<file path="config.mk">
export PLATFORM = sky130hd
export DESIGN_NAME = param_scan_decoder
export DESIGN_NICKNAME = d
export VERILOG_FILES = /design/src/rtl/decoder_pkg.sv /design/src/rtl/onehot_dec.sv /design/src/rtl/param_scan_decoder.sv
export SDC_FILE = /design/constraint.sdc
export NUM_CORES = 1
export LEC_CHECK = 0
export CAP_MARGIN = 20
export CORE_UTILIZATION = 30
export CTS_BUF_LIST = sky130_fd_sc_hd__clkbuf_8
export CTS_CLUSTER_DIAMETER = 60
export CTS_CLUSTER_SIZE = 20
export DETAILED_ROUTE_END_ITERATION = 7
export GPL_ROUTABILITY_DRIVEN = 0
export GPL_TIMING_DRIVEN = 0
export PLACE_DENSITY = 0.5
export SYNTH_ARGS = -nofsm -noshare
export SYNTH_HDL_FRONTEND = slang
export SYNTH_HIERARCHICAL = 1
export SYNTH_SLANG_ARGS = --single-unit
</file>
<file path="constraint.sdc">
create_clock -name clk -period 5.44 [get_ports clk]
set_clock_uncertainty 0.15 [all_clocks]
set_input_delay 1.088 -clock clk [delete_from_list [all_inputs] [get_ports clk]]
set_output_delay 1.088 -clock clk [all_outputs]
set_load 0.01 [all_outputs]
</file>
<file path="src/rtl/decoder_pkg.sv">
// Shared definitions for the one-hot decoder family: mode encodings and the
// one-hot helper used by both the legacy and the scanning decoder.
package decoder_pkg;

   localparam logic [1:0] MODE_DIRECT    = 2'b00;
   localparam logic [1:0] MODE_SCAN_UP   = 2'b01;
   localparam logic [1:0] MODE_SCAN_DOWN = 2'b10;
   localparam logic [1:0] MODE_HOLD      = 2'b11;

   // Widest select the helper supports; narrower decoders slice the low bits.
   localparam int unsigned MAX_SEL_W = 8;
   localparam int unsigned MAX_OUT_W = 1 << MAX_SEL_W;

   function automatic logic [MAX_OUT_W-1:0] onehot(input logic [MAX_SEL_W-1:0] s);
      logic [MAX_OUT_W-1:0] r;
      r    = '0;
      r[s] = 1'b1;
      return r;
   endfunction

endpackage

</file>
<file path="src/rtl/onehot_dec.sv">
// Combinational SEL_W-to-2**SEL_W one-hot decoder with active-high enable.
module onehot_dec
   import decoder_pkg::*;
#(
   parameter  int unsigned SEL_W = 3,
   localparam int unsigned OUT_W = 1 << SEL_W
) (
   input  logic [SEL_W-1:0] sel,
   input  logic             en,
   output logic [OUT_W-1:0] y
);

   logic [MAX_OUT_W-1:0] full;

   always_comb begin
      full = onehot(MAX_SEL_W'(sel));
   end

   assign y = en ? full[OUT_W-1:0] : '0;

   generate
      if (OUT_W < MAX_OUT_W) begin : g_unused
         logic unused_hi;
         assign unused_hi = ^full[MAX_OUT_W-1:OUT_W];
      end
   endgenerate

endmodule

</file>
<file path="src/rtl/param_scan_decoder.sv">
// Registered one-hot decoder with direct select, up/down scan at a programmable
// rate, and hold. y always equals onehot(idx) while valid is set.
module param_scan_decoder
   import decoder_pkg::*;
#(
   parameter  int unsigned SEL_W      = 3,
   parameter  int unsigned PRESCALE_W = 4,
   localparam int unsigned OUT_W      = 1 << SEL_W
) (
   input  logic                  clk,
   input  logic                  rst,
   input  logic                  en,
   input  logic [1:0]            mode,
   input  logic [SEL_W-1:0]      sel,
   input  logic [PRESCALE_W-1:0] scan_div,
   input  logic [SEL_W-1:0]      scan_last,
   output logic [OUT_W-1:0]      y,
   output logic [SEL_W-1:0]      idx,
   output logic                  valid,
   output logic                  wrap
);

   logic [SEL_W-1:0]      idx_q, idx_d;
   logic [OUT_W-1:0]      y_q, y_d;
   logic [OUT_W-1:0]      y_next;
   logic [PRESCALE_W-1:0] cnt_q, cnt_d;
   logic [1:0]            prev_mode_q, prev_mode_d;
   logic                  valid_q, valid_d;
   logic                  wrap_q, wrap_d;
   logic                  mode_change;
   logic                  tick;

   assign mode_change = (mode != prev_mode_q);
   assign tick        = (cnt_q == scan_div);

   always_comb begin
      idx_d       = idx_q;
      cnt_d       = cnt_q;
      valid_d     = valid_q;
      wrap_d      = 1'b0;
      prev_mode_d = prev_mode_q;
      if (en) begin
         prev_mode_d = mode;
         case (mode)
            MODE_DIRECT: begin
               idx_d   = sel;
               valid_d = 1'b1;
               cnt_d   = '0;
            end
            MODE_SCAN_UP: begin
               valid_d = 1'b1;
               // A fresh mode restarts the prescaler so the first step is a full period away.
               if (mode_change) begin
                  cnt_d = '0;
               end else if (tick) begin
                  cnt_d = '0;
                  if (idx_q >= scan_last) begin
                     idx_d  = '0;
                     wrap_d = 1'b1;
                  end else begin
                     idx_d = idx_q + 1'b1;
                  end
               end else begin
                  cnt_d = cnt_q + 1'b1;
               end
            end
            MODE_SCAN_DOWN: begin
               valid_d = 1'b1;
               if (mode_change) begin
                  cnt_d = '0;
               end else if (tick) begin
                  cnt_d = '0;
                  if (idx_q == '0) begin
                     idx_d  = scan_last;
                     wrap_d = 1'b1;
                  end else if (idx_q > scan_last) begin
                     idx_d = scan_last;
                  end else begin
                     idx_d = idx_q - 1'b1;
                  end
               end else begin
                  cnt_d = cnt_q + 1'b1;
               end
            end
            default: begin
               // HOLD freezes index, prescaler and valid.
            end
         endcase
      end else begin
         valid_d = 1'b0;
      end
   end

   onehot_dec #(
      .SEL_W (SEL_W)
   ) u_onehot_dec (
      .sel (idx_d),
      .en  (en),
      .y   (y_next)
   );

   assign y_d = (en && (mode == MODE_HOLD)) ? y_q : y_next;

   always_ff @(posedge clk) begin
      if (rst) begin
         idx_q       <= '0;
         y_q         <= '0;
         cnt_q       <= '0;
         prev_mode_q <= MODE_DIRECT;
         valid_q     <= 1'b0;
         wrap_q      <= 1'b0;
      end else begin
         idx_q       <= idx_d;
         y_q         <= y_d;
         cnt_q       <= cnt_d;
         prev_mode_q <= prev_mode_d;
         valid_q     <= valid_d;
         wrap_q      <= wrap_d;
      end
   end

   assign y     = y_q;
   assign idx   = idx_q;
   assign valid = valid_q;
   assign wrap  = wrap_q;

endmodule

</file>
==> flow_summary.ini <==
[timing]
setup_slack_ns = 1.66
hold_slack_ns = 0.316
rsz0062_at_grt = false
tightest_slew_ns = 0.500
fin_crit_ns = 3.78
max_freq_mhz = 264
hold_viol_final = 0
setup_viol = 0
final.setup.tns_ns = 0
min_period_over_period = 0.696
maxSlewHeadroom = 0.667
drv_slew = 0

[final_layout]
drive_gt1_frac = 0.0885
diodes = 0
final_cell_area_sq_um = 1730
post-route-util = 0.397
syn2layout_area_growth_pct = 27.3
fin_cells = 244
n_fill_cell = 445
fin_nets = 220

[logic_synthesis]
synth_nets = 189
synthCells = 162
yosys.area.top_type = dfxtp_1
synth-seq-cells = 19
yosysMostFrequentCell = nand2_1
avgSynthCellArea_sq_um = 8.39
netlist_area_sq_um = 1360
synth_edf_count = 0
synthAdderAreaFrac = 0.110
synth_xor_area_frac = 0.0387
synthMuxAreaShare = 0.0304
ys.flop_type = dfxtp_1
synth_top_area_share = 0.280
synth_top_family_by_area = simple AND/OR/NAND/NOR gates
synth-simple-area-share = 0.293
yosysWarnings = 6
synth_compound_area_frac = 0.209
yosys-top-cells-area = dfxtp_1 28%, ha_1 11%, a21oi_1 5.5%
synth-async-reset-ratio = 0
synth.yosys.seq_area_share = 0.280
ys_types = 46
synthTopCellsByCount = 20 x nand2_1, 19 x dfxtp_1, 15 x a21oi_1

[detailed_routing]
drtPass1Iterations = 4
drt_iter0_drc = 57
drcViolationCount = 0
drtAntennaViolNets = 0
post_drt_wl_per_cell_microns = 14.2
wl_microns = 3470
vias = 1269
viasPerCell = 5.20

[worst_setup_path]
critPathLaunch = scan_last[1]
r2r-end = y[0]
crit_arrival_ns = 3.82
worstRegToRegCells = 10
reg2reg_setup_slack_ns = 2.61
start_kind = primary input
r2r-start = idx[0]
crit_path_end = y[0]
cp-end-kind = flip-flop
worstPathRequired_ns = 5.48
cp_max_fo = 8
crit_type = primary input to flip-flop

[pwr]
power_frac_comb = 0.244
power_uw = 322
cellPowerDensity_nw_per_um2 = 186
internal-power_uw = 229
power_frac_seq = 0.453
p_leak_nw = 0.672
peakVddDrop_mv = 0.100
pwr-share-clk = 0.302
p_sw_uw = 93.1
p_sw_frac = 0.289

[place]
dp_slack_ns = 1.38
placedCellCount = 240
post_dp_cell_area_sq_um = 1680
io_buffer_count = 26
dp_hpwl_microns = 2690

[clock_tree]
cts_root_buf = clkbuf_8
post_cts_resized = 0
clock_latency_ns = 0.25
clock-sinks = 19
postCtsSetupBuffers = 0
cts_hold_buf = 0
numCtsBuffers = 3
cts_tree = yes
cts.htree.levels = 1
cts_buffer_depth = 2
clkTransAtPathRegs_ns = 0.07

[floorplanning]
initial_core_util = 0.312
ios = 28
placementRows = 24
fp.dieH_microns = 69.3
coreArea_sq_um = 4350
fp.dieW_microns = 69.3
design.die.area_sq_um = 4800

[global_route]
grt.total_usage = 0.151
antenna_found_initial = 0
grt_first_pass_wirelength_microns = 5930
grt_pass1_vias = 1297
grt_remaining_overflow = 0
grt_max_degree = 14

[status]
outcome = finished clean

[run]
timing.max_cap.violations = 0

[worst_hold_path]
min_from = valid
hold_class = flip-flop to flip-flop
-- worst min path at each step --
stage	to	slack, ns	cells after the start
after global routing	y[4]	0.34	2
after floorplan	valid	0.32	2
final	valid	0.32	2
after global placement	valid	0.29	2
after detailed placement	valid	0.30	2
after CTS	y[5]	0.32	2
-- critical path, cell delays in order --
cell and delay, ns:
clkdlybuf4s50_1 0.49, inv_1 0.05, ha_1 0.33, nor2b_1 0.16, o211ai_1 0.34, nand2_1 0.10, a311o_1 0.39, a32o_1 0.35
nor4b_2 0.28, nand2_1 0.09, a21oi_1 0.14
-- sequential cells by signal (all words and copies together) (netlist names) --
| name | flops |
|---|---|
| y | 8 |
| idx | 3 |
| prev_mode_q | 2 |
| wrap | 1 |
| valid | 1 |
| cnt_q | 4 |
-- final cells by class --
cell class,count,area [sq um],share of cell area
Multi-Input combinational cell,129,926,0.535
Sequential cell,19,380,0.220
Timing Repair Buffer,26,260,0.151
Tap cell,52,65.1,0.0376
Clock buffer,3,41.3,0.0239
Inverter,9,33.8,0.0195
Buffer,5,18.8,0.0109
Clock inverter,1,3.75,0.00217
-- power groups by stage --
| stage | Clock (mW) | Sequential, mW | Combinational [mW] |
|---|---|---|---|
| final | 0.0974 | 0.146 | 0.0786 |
| after detailed placement | 0 | 0.149 | 0.0779 |
| after CTS | 0.102 | 0.146 | 0.0787 |
| after global placement | 0 | 0.149 | 0.0764 |
| after floorplan | 0 | 0.150 | 0.0474 |
| after global routing | 0.110 | 0.146 | 0.0868 |
-- layer usage --
layer	global-route usage	wire length, microns
met1	0.196	1750
met2	0.238	1530
met3	0.0233	100
met4	0.0839	94
met5	0	0
-- logic make-up after synthesis --
logic type | after synthesis
AO/OA/AOI/OAI | 40
AND/OR/NAND/NOR | 67
adder cells (fa/ha/maj) | 12
XOR/XNOR | 6
multiplexers | 4
flip-flops | 19
buffers and inverters | 14
-- cell usage in the layout, fill, tap and decap left out, types with 3 or more instances in the layout --
master and count:
a21oi_1 15, a32o_1 3, and4b_2 3, and4bb_2 3
clkbuf_1 4, clkbuf_8 3, clkdlybuf4s50_1 26, dfxtp_1 19
ha_1 12, inv_1 10, mux2i_1 3, nand2_1 20
nand3_1 13, nor2_1 9, nor2b_1 4, o21ai_0 5
xor2_1 4
No activity file was read; power rests on OpenSTA's default activity.
